<file path="src/rtl/instr_mem_fetch.sv">
// instr_mem_fetch: clocked instruction memory with a request/response fetch
// handshake (one fetch in flight), LATENCY-cycle read, a program-load write
// port and address-fault reporting on out-of-range or misaligned addresses.
// Optional build macro IMEM_FAULT_COUNT_EN adds a saturating 16-bit
// faulting-response counter (fault_count) with a synchronous clear
// (fault_count_clr).
module instr_mem_fetch #(
  parameter int DATA_W    = 32,
  parameter int DEPTH     = 32,
  parameter int ADDR_W    = 32,
  parameter int BYTE_ADDR = 1,
  parameter int LATENCY   = 1
) (
  input  logic              clk,
  input  logic              rst,
  input  logic              flush,
  input  logic              req_valid,
  output logic              req_ready,
  input  logic [ADDR_W-1:0] req_addr,
  output logic              resp_valid,
  input  logic              resp_ready,
  output logic [DATA_W-1:0] resp_data,
  output logic              resp_fault,
  input  logic              load_en,
  input  logic [ADDR_W-1:0] load_addr,
  input  logic [DATA_W-1:0] load_data
`ifdef IMEM_FAULT_COUNT_EN
  ,
  output logic [15:0]       fault_count,
  input  logic              fault_count_clr
`endif
);

  localparam int IDX_W = (DEPTH > 1) ? $clog2(DEPTH) : 1;

  // Range compare is done one bit wider than the address so that DEPTH
  // itself is representable even when it equals 2**ADDR_W.
  localparam logic [ADDR_W:0] DEPTH_EXT = (ADDR_W + 1)'(DEPTH);

  // Latency counter preload: READ lasts LATENCY edges, the last one captures.
  localparam logic [1:0] CNT_INIT = 2'(LATENCY - 1);

  // Two address decoders share one structure: port 0 = latched fetch
  // address, port 1 = load address.
  localparam int NPORT = 2;

  typedef enum logic [1:0] {
    S_IDLE = 2'd0,
    S_READ = 2'd1,
    S_RESP = 2'd2
  } state_t;

  state_t              state_reg, state_next;
  logic [1:0]          cnt_reg, cnt_next;
  logic [ADDR_W-1:0]   addr_reg, addr_next;
  logic                resp_valid_reg, resp_valid_next;
  logic [DATA_W-1:0]   resp_data_reg;
  logic                resp_fault_reg;
  logic                capture;

  logic [DATA_W-1:0]   mem [DEPTH];

  logic [NPORT-1:0][ADDR_W-1:0] dec_addr;
  logic [NPORT-1:0][ADDR_W-1:0] dec_word;
  logic [NPORT-1:0]             dec_align;
  logic [NPORT-1:0]             dec_ok;
  logic [NPORT-1:0][IDX_W-1:0]  dec_idx;

  assign dec_addr[0] = addr_reg;
  assign dec_addr[1] = load_addr;

  // Word index, alignment and range check per decoder. The index is formed
  // at full address width so large addresses never alias into the array.
  genvar gi;
  generate
    for (gi = 0; gi < NPORT; gi++) begin : g_dec
      if (BYTE_ADDR != 0) begin : g_byte
        assign dec_word[gi]  = {2'b00, dec_addr[gi][ADDR_W-1:2]};
        assign dec_align[gi] = (dec_addr[gi][1:0] == 2'b00);
      end else begin : g_word
        assign dec_word[gi]  = dec_addr[gi];
        assign dec_align[gi] = 1'b1;
      end
      assign dec_ok[gi]  = dec_align[gi] && ({1'b0, dec_word[gi]} < DEPTH_EXT);
      assign dec_idx[gi] = dec_word[gi][IDX_W-1:0];
    end
  endgenerate

  // Requests are only taken in IDLE, and never while reset or flush is high.
  assign req_ready  = (state_reg == S_IDLE) && !rst && !flush;
  assign resp_valid = resp_valid_reg;
  assign resp_data  = resp_data_reg;
  assign resp_fault = resp_fault_reg;

  // FSM state, latency counter, latched address and response-valid register.
  always_ff @(posedge clk) begin
    if (rst) begin
      state_reg      <= S_IDLE;
      cnt_reg        <= 2'd0;
      addr_reg       <= '0;
      resp_valid_reg <= 1'b0;
    end else begin
      state_reg      <= state_next;
      cnt_reg        <= cnt_next;
      addr_reg       <= addr_next;
      resp_valid_reg <= resp_valid_next;
    end
  end

  // Next-state logic; flush overrides every state and suppresses capture.
  always_comb begin
    state_next      = state_reg;
    cnt_next        = cnt_reg;
    addr_next       = addr_reg;
    resp_valid_next = resp_valid_reg;
    capture         = 1'b0;
    if (flush) begin
      state_next      = S_IDLE;
      resp_valid_next = 1'b0;
    end else begin
      case (state_reg)
        S_IDLE: begin
          if (req_valid && req_ready) begin
            addr_next  = req_addr;
            cnt_next   = CNT_INIT;
            state_next = S_READ;
          end
        end
        S_READ: begin
          if (cnt_reg != 2'd0) begin
            cnt_next = cnt_reg - 2'd1;
          end else begin
            capture         = 1'b1;
            resp_valid_next = 1'b1;
            state_next      = S_RESP;
          end
        end
        S_RESP: begin
          if (resp_ready) begin
            resp_valid_next = 1'b0;
            state_next      = S_IDLE;
          end
        end
        default: begin
          state_next      = S_IDLE;
          resp_valid_next = 1'b0;
        end
      endcase
    end
  end

  // Program-load write port; bad addresses are dropped silently. No reset
  // so the array maps onto block RAM and survives a core reset.
  always_ff @(posedge clk) begin
    if (load_en && dec_ok[1]) begin
      mem[dec_idx[1]] <= load_data;
    end
  end

  // Registered read into the response registers. A load to the same word on
  // the capture edge is not seen here (read-before-write).
  always_ff @(posedge clk) begin
    if (rst) begin
      resp_data_reg  <= '0;
      resp_fault_reg <= 1'b0;
    end else if (capture) begin
      resp_fault_reg <= !dec_ok[0];
      resp_data_reg  <= dec_ok[0] ? mem[dec_idx[0]] : '0;
    end
  end

`ifdef IMEM_FAULT_COUNT_EN
  logic [15:0] fault_count_reg;

  assign fault_count = fault_count_reg;

  // Saturating count of faulting responses; clear beats a same-edge increment.
  always_ff @(posedge clk) begin
    if (rst || fault_count_clr) begin
      fault_count_reg <= 16'd0;
    end else if (capture && !dec_ok[0] && (fault_count_reg != 16'hFFFF)) begin
      fault_count_reg <= fault_count_reg + 16'd1;
    end
  end
`endif

endmodule
</file>
<file path="config.mk">
export PLATFORM = sky130hd
export DESIGN_NAME = instr_mem_fetch
export DESIGN_NICKNAME = d
export VERILOG_FILES = /design/src/rtl/instr_mem_fetch.sv
export SDC_FILE = /design/constraint.sdc
export NUM_CORES = 1
export LEC_CHECK = 0
export CAP_MARGIN = 20
export CORE_MARGIN = 3
export CORE_UTILIZATION = 45
export DETAILED_ROUTE_END_ITERATION = 16
export GPL_ROUTABILITY_DRIVEN = 0
export PLACE_DENSITY_LB_ADDON = 0.1
export SKIP_LAST_GASP = 1
export SLEW_MARGIN = 15
export SYNTH_ARGS = -nofsm -noshare
export SYNTH_HDL_FRONTEND = slang
export SYNTH_SLANG_ARGS = --single-unit
export TNS_END_PERCENT = 10
</file>
<file path="constraint.sdc">
create_clock -name clk -period 5.1 [get_ports clk]
set_clock_uncertainty 0.2 [all_clocks]
set_input_delay 1.275 -clock clk [delete_from_list [all_inputs] [get_ports clk]]
set_output_delay 1.275 -clock clk [all_outputs]
set_load 0.005 [all_outputs]
</file>
==> summary.txt, run 1 <==
Synthesis
  – Simple-Gate Fraction of Synth Area: 4.06%
  – Biggest area consumer among synthesized cells: edfxtp_1
  – Multiplexer share of the synthesized area: 14.6%
  – Yosys top cell area share: 73.6%
  – Compound-Gate Fraction of Synth Area: 2.59%
  – Syn Nets: 2226
  – Largest family of logic cells by synthesized area: multiplexers
  – Gate Count Post-Synth: 2123
  – Post-synthesis xor/xnor area fraction: 0%
  – Yosys warns: 0
  – Post-Syn Area per Cell: 19.7 sq um
  – Synth Register Bits: 1099
  – Synth Area in Adders: 0.0299%
  – Cell variety after synth: 38
  – Mapped Area: 0.0418 sq mm
  – Synth area leaders: edfxtp_1 74%, mux4_2 10%, mux2i_1 4.2%, dfxtp_1 3.6%, nand2_1 1.3%
  – Post-synthesis sequential area ratio: 77.2%

Worst setup path
  – Critical path type: input pin to output port
  – CP Launch Type: input pin
  – Required @ worst endpoint: 3620 ps
  – Worst Setup End Kind: output port
  – CP max FO: 6
  – R2R cell count: 6
  – Worst path arrival time: 2720 ps
  – CP startpoint: flush

Finish
  – Largest register FFs: 1024
  – P&R area growth vs syn: 17.1%
  – Layout cells sized above 1: 21.5%
  – Fill cells: 7196
  – # diodes: 0
  – Final instance area: 0.0489 sq mm
  – Nets@finish: 2476

Power and ir drop
  – Peak VDD IR: 0.000290 V
  – PD cells: 375 mW/mm^2
  – Gate power share: 3.5%
  – Power Internal: 14600 uW
  – Sw Ratio: 20.3%
  – Clock share of power: 42.7%
  – P_leak: 0.0148 uW
  – Share of power burned in registers: 53.8%
  – Sw Pwr: 3720 uW

Clock tree
  – CTS tree: done
  – Hold-fix buffers at CTS: 0
  – Clock latency on the worst-skew pair: 670 ps
  – Postcts setup bufs: 0
  – Total clock sinks: 1099
  – Clock-pin slew on the worst setup and hold paths: 60 ps
  – Root Buffer Master: clkbuf_16
  – Post_cts resized: 0
  – Clock H-tree levels: 3
  – Clock Tree Buf Depth: 3
  – CTS buffer count: 113

STA
  – Setup TNS: 0 ps
  – Max frequency: 239 MHz
  – Final Hold Viols: 0
  – Fin crit period: 4190 ps
  – Final setup fails: 0
  – RSZ-0062 raised after global routing: false
  – Slew HR: 32.5%
  – Fin. max-slew vios: 0
  – Slew @ Worst Pin: 1010 ps
  – Final Cycle Share: 82.2%

Routing
  – WL final: 107000 microns
  – Pre-antenna DRT Iters: 5
  – Number of remaining DRC errors: 0
  – Routed length per instance: 28.7 microns
  – Iteration-0 DRC Markers: 2257
  – Vias: 21300
  – Post-route ant nets: 0
  – Post-DR vias/cell: 5.75

Global routing
  – Vias in the first global route: 21900
  – Initial antenna violation count: 4
  – Aggregate global-route resource usage: 22.2%
  – Largest net degree at the start of global routing: 60
  – First-pass GRT wire length: 156000 microns
  – Overflow after GRT: 0

Run
  – Maxcap violations: 0

Die
  – Core box area: 0.0918 sq mm
  – Initial core utilization: 45.5%
  – Die area: 0.0965 sq mm
  – Rows: 111
  – Chip Height: 311 microns
  – Total I/O pin count: 137
  – Chip Width: 311 microns

Worst hold path
  – Hold depth: 2
  – HP Start: addr_reg[15]
  – HP Class: flop to flop

Placement
  – Post-Place Cell Area: 0.0454 sq mm
  – Port-buffer cells: 136
  – Final HPWL DP: 65400 microns

Run status
  – Outcome: completed
stage by stage:
step | worst slack [ps] | hold slack, ps | power, uW | cells | util [%]
2_1_floorplan | 905 | 236 | 10300 | 2123 | -
5_1_grt | 811 | 275 | 18900 | 3713 | 53.3
4_1_cts | 914 | 254 | 18500 | 3713 | 53.3
3_5_place_dp | 923 | 243 | 10700 | 3501 | 49.4
3_3_place_gp | 938 | 241 | 10700 | 3500 | 49.4
6_report | 908 | 253 | 18300 | 3713 | 53.3
layout make-up:
| type | instances | area, sq um | area share, % |
|---|---|---|---|
| Clock buffer | 162 | 3160 | 6.45 |
| Multi-Input combinational cell | 902 | 9140 | 18.7 |
| Sequential cell | 1099 | 32300 | 66.0 |
| Inverter | 5 | 18.8 | 0.0384 |
| Timing Repair Buffer | 252 | 2400 | 4.91 |
| Clock inverter | 50 | 370 | 0.757 |
| Tap cell | 1243 | 1560 | 3.18 |
Yosys cell counts, drive strengths merged:
master,instances
a211oi,19
inv,5
nor4,45
o32ai,1
nor2b,4
o21ai,30
clkbuf,40
or2,1
mux2i,175
nand4,4
o31ai,17
nand2,148
o22ai,48
a31oi,2
and2,16
nor3,7
nand3b,5
nor4b,1
nor2,91
nand3,35
buf,77
dfxtp,75
o221ai,17
a32o,1
and4bb,1
mux2,1
ha,1
mux4,192
edfxtp,1024
nand2b,5
a21oi,35
layer usage:
metal / GRT usage (%) / up-vias / routed length, microns / part of all wire (%)
li1: - / 9127 / - / -
met3: 4.72 / 120 / 8350 / 7.8
met5: 0 / - / 0 / 0
met4: 5.32 / 0 / 1950 / 1.8
met1: 33.8 / 11300 / 48300 / 45
met2: 33.0 / 814 / 48100 / 45
logic make-up (layout without fill, tap and decap cells):
group / after synthesis / in the layout
adders and majority gates: 1 / 1
buffers and inverters: 122 / 469
and+or+nand+nor: 363 / 363
DFF: 1099 / 1099
AOI/OAI and AO/OA: 170 / 170
muxes: 368 / 368
worst paths after layout:
check,slack (ps),end
worst max-delay path,910,req_ready
worst min-delay path,250,addr_reg[15]
worst max register to register,1620,resp_data[9]
worst min register to register,250,addr_reg[15]
placed cells by master (no fill, tap or decap), types with 3 or more instances in the layout:
cell and n:
edfxtp_1 1024, mux4_2 192, mux2i_1 175, nand2_1 148, clkdlybuf4s50_1 122, clkbuf_16 117
buf_4 96, dfxtp_1 70, nor2_1 58, o22ai_1 48, clkbuf_1 39, nor4_1 36
a21oi_1 35, nand3_1 33, nor2_4 33, o21ai_0 22, clkinv_2 22, buf_12 19
a211oi_1 18, clkinv_1 18, o221ai_1 17, o31ai_1 17, and2_1 16, buf_2 14
nor4_2 9, o21ai_1 8, nor3_1 6, clkbuf_8 6, nand2b_1 5, inv_1 5
nand3b_1 5, bufinv_16 5, nand4_1 4, nor2b_1 4, dfxtp_4 4, inv_6 3
power groups by stage:
stage               registers (uW)  clock network [uW]  logic (uW)
floorplan                    10100                   0         272
global placement             10100                   0         634
detailed placement           10100                   0         643
CTS                           9880                8000         646
global route                  9880                8360         684
finish                        9880                7830         638
worst max-delay path, stage by stage:
cell	delay, ps
clkdlybuf4s50_1	520
nor4_2	350
clkdlybuf4s50_1	570
No activity file was read; power rests on OpenSTA's default activity.
==> inputs of run 2 (changes only) <==
clock period = 3.99 ns   (was 5.1 ns; I/O delays follow)
==> summary.txt, run 2 (synthesis gave the netlist of run 1 again) <==
Run status
  – Outcome: completed

Die
  – Core box area: 0.0918 sq mm
  – Total I/O pin count: 137
  – Die area: 0.0965 sq mm
  – Rows: 111
  – Chip Width: 311 microns
  – Initial core utilization: 45.5%
  – Chip Height: 311 microns

Clock tree
  – Clock H-tree levels: 3
  – Clock latency on the worst-skew pair: 680 ps
  – Clock-pin slew on the worst setup and hold paths: 50 ps
  – Hold-fix buffers at CTS: 0
  – Root Buffer Master: clkbuf_16
  – Postcts setup bufs: 0
  – CTS buffer count: 113
  – Total clock sinks: 1099
  – Post_cts resized: 0
  – Clock Tree Buf Depth: 3
  – CTS tree: done

Finish
  – Largest register FFs: 1024
  – Layout cells sized above 1: 21.6%
  – Most common cell after layout, fill and taps aside: edfxtp_1
  – Most frequent cells in the layout: 1024 x edfxtp_1, 192 x mux4_2, 175 x mux2i_1
  – Nets@finish: 2499
  – P&R area growth vs syn: 19.1%
  – Area of the multi-input gates: 0.00914 sq mm
  – Fill cells: 7102
  – FF+latch area: 0.0323 sq mm
  – # diodes: 0

Worst setup path
  – Worst Setup EP: req_ready
  – Critical path type: input pin to output port
  – Worst path arrival time: 2460 ps
  – Required @ worst endpoint: 2790 ps
  – Reg2reg setup slack: 930 ps
  – Worst Setup End Kind: output port
  – CP startpoint: flush
  – CP Launch Type: input pin
  – CP max FO: 6
  – Reg-to-Reg End: resp_data[29]
  – R2R cell count: 6

Placement
  – Final HPWL DP: 61300 microns
  – Port-buffer cells: 136

Routing
  – Post-route ant nets: 0
  – Routed length per instance: 27.5 microns
  – Post-DR vias/cell: 5.63
  – Number of remaining DRC errors: 0
  – Iteration-0 DRC Markers: 2002
  – Pre-antenna DRT Iters: 5
  – Vias: 21000
  – WL final: 103000 microns

STA
  – Hold_ws: 249 ps
  – Fin crit period: 3650 ps
  – Setup TNS: 0 ps
  – Final setup fails: 0
  – Slew @ Worst Pin: 1020 ps
  – Slew HR: 32.1%
  – Final Cycle Share: 91.6%
  – Final Hold Viols: 0
  – Max frequency: 274 MHz
  – RSZ-0062 raised after global routing: false
  – Fin. max-slew vios: 0

Global routing
  – Vias in the first global route: 21800
  – Aggregate global-route resource usage: 21.4%
  – First-pass GRT wire length: 152000 microns
  – Overflow after GRT: 0
  – Initial antenna violation count: 0
  – Largest net degree at the start of global routing: 62

Power and ir drop
  – P_leak: 0.0150 uW
  – Peak VDD IR: 0.000300 V
  – PD cells: 476 mW/mm^2

Run
  – Maxcap violations: 0

Worst hold path
  – HP Class: flop to flop
[run 2: cell count changes in the layout (fill, tap and decap cells not counted), moves of 5 or more]
cell,previous run,this run
buf_12,19,56
buf_2,14,1
buf_4,96,81
bufinv_16,5,10
clkdlybuf4s50_1,122,135
clkinv_1,18,13
clkinv_2,22,11
clkinvlp_4,1,6
[run 2: power breakdown]
| group | total (uW) | switching (uW) | internal [uW] |
|---|---|---|---|
| Combinational | 777 | 465 | 312 |
| Sequential | 12600 | 30.0 | 12600 |
| Clock | 10300 | 4170 | 6110 |
| Total | 23700 | 4660 | 19000 |
[run 2: area by class of cell]
class	count	share of cell area, %
Sequential cell	1099	64.9
Multi-Input combinational cell	902	18.4
Clock buffer	163	6.35
Timing Repair Buffer	275	6.29
Tap cell	1243	3.13
Clock inverter	42	0.938
Inverter	5	0.0377
[run 2: metal layers]
layer | part of all wire [%] | GRT usage (%) | vias to the layer above
li1 | - | - | 9171
met1 | 45 | 31.3 | 11000
met2 | 47 | 33.5 | 687
met3 | 6.1 | 4.16 | 131
met4 | 2.2 | 5.29 | 0
met5 | 0 | 0 | -
[run 2: through the flow]
stage	util [%]	worst slack [ps]	instance area (sq um)	instances	power (uW)
finish	54.2	337	49700	3729	23700
global route	54.2	282	49700	3729	24500
CTS	54.1	330	49700	3727	23900
detailed placement	50.2	291	46100	3522	13700
global placement	50.2	254	46100	3522	13600
floorplan	-	72.4	41800	2123	13200
[run 2: worst min path at each step]
stage | start | endpoint | depth (start not counted)
after floorplan | addr_reg[2] | flop | 2
after global placement | addr_reg[6] | flop | 2
after detailed placement | addr_reg[3] | flop | 2
after CTS | resp_data[28] | resp_data[28] | 2
after global routing | addr_reg[3] | flop | 2
final | addr_reg[6] | flop | 2
[run 2: critical path, cell delays in order]
cell             delay [ps]
clkdlybuf4s50_1         550
nor4_2                  350
clkdlybuf4s50_1         560
==> variant, RTL diff (flow settings as in run 2) <==
`DEPTH`: 32 -> 16.
--- a/src/rtl/instr_mem_fetch.sv
+++ b/src/rtl/instr_mem_fetch.sv
@@ -7,5 +7,5 @@
 module instr_mem_fetch #(
   parameter int DATA_W    = 32,
-  parameter int DEPTH     = 32,
+  parameter int DEPTH     = 16,
   parameter int ADDR_W    = 32,
   parameter int BYTE_ADDR = 1,
Behaviour: not the same (a bounded check fails within 4 cycles, from zero or initial values and one cycle with rst high).
==> variant against run 2 <==
Total power down 46%. Sequential cell count down 513. Largest power group unchanged. Area after synthesis down 45%. Setup slack better by 0.12 ns. Synthesized cell count down 34%. Via count down 40%. Critical endpoint unchanged. Fmax up 3.5%. Global-route usage down 2.1 points. Design area down 45%. Routed wire length down 50%. Die area down 45%. Clock power down 46%.
==> variant: results (changes against run 2) <==
GRT Total Usage=0.1933 (-0.02087); Largest register FFs=512 (-50%); H-Tree Depth=2 (-1); share of cells above drive strength 1=0.1209 (-0.09548); Avg Vias per Cell=5.587 (-0.81%); Tot Pwr=0.01279 W (-46%); met2 wire len=23.85 mm (-50%); total CTS buffers=61 (-46%); largest net degree at the start of global routing=124 (+100%); crit-path max FO=4 (-2); Worst R2R Path Depth=5 (-1); slew margin rel.=0.3324 (+0.01176); Place WS=0.4027 ns (+0.1120 ns); Layout Nets=1651 (-34%); worst-skew pair later-pin latency=0.60 ns (-0.08 ns); crit path launch=flush; Post-Syn Nets=1505 (-32%); Global Route met3 Usage=0.02852 (-0.01311); dpl cells=2149 (-39%); dpl hpwl=29.15 mm (-52%); sequential area share after synthesis=0.7378 (-0.03420); Synth async-reset ratio=0 (unchanged); met2 Usage GRT=0.3061 (-0.02895); Cell Int Power=0.01025 W (-46%); end point of the critical path=req_ready; TritonRoute pass-1 iters=7 (+2); CTS Root Cell=clkbuf_16; most frequent cells after synthesis=edfxtp_1, mux2i_1, nand2_1; met1 Use GR=0.2797 (-0.03322); aggregate routed wire length=51.70 mm (-50%); post-CTS setup buffer count=0 (unchanged); Gate power share=0.038 (+0.005); Avg Inst Size Synth=16.30 µm² (-17%); R2R Setup Slk=1.19 ns (+0.26 ns); routed wl met3=2.070 mm (-67%); Area Growth Syn to Fin=18.97% (about the same); placed instance area=25200 µm² (-45%); hold path start=addr_reg[5]; sequential power share=0.523 (-0.010); WL met1=24.59 mm (-47%); first-pass GRT wire length=78.83 mm (-48%); status=finished clean; reg2reg end=resp_data[18]; deepest clock path buffer count=3 (unchanged); Initial DRC Count=915 (-54%); Fin Hold WS=0.2546 ns (+0.005163 ns); VDD IR max=0.3522 mV (+17%); top post-synthesis cells by area=edfxtp_1, mux2i_1, dfxtp_1; Netlist cell types=49 (+29%); P_leak=8.121 nW (-46%); via count=12630 (-40%); Post-synth EDFFs=512 (-50%); period utilization=0.8848 (-0.03072); antenna violations before repair=0 (unchanged); critical path arrival=2.33 ns (-0.13 ns)
-- variant: cell count changes after synthesis, sizes merged, moves of 29 or more --
cell     change
nand2       -48
a22oi       +62
mux4       -192
nor4        -31
mux2i       +77
a221oi      +32
nor2        -42
nand3       -34
buf         -29
a2111oi     +30
edfxtp     -512
-- variant: logic make-up after synthesis --
| family | synth area share |
|---|---|
| buffers and inverters | 0.02037 |
| multiplexers | 0.1124 |
| adder cells (fa/ha/maj) | 0.0005476 |
| AO/OA/AOI/OAI | 0.08861 |
| flip-flops | 0.7378 |
| AND/OR/NAND/NOR | 0.04031 |
-- variant: area by class of cell --
class                   count  area (µm²)
well taps                 664       830.8
inverters                   4       15.01
fillers                  3926       22380
flip-flops and latches    586       16860
clock inverters            31       346.6
clock buffers              80        1632
multi-input cells         723        5673
repair buffers            172        1819
-- variant: critical path, stage by stage --
cell and delay (ns):
clkdlybuf4s50_1 0.43, nor4_2 0.33, clkdlybuf4s50_1 0.57
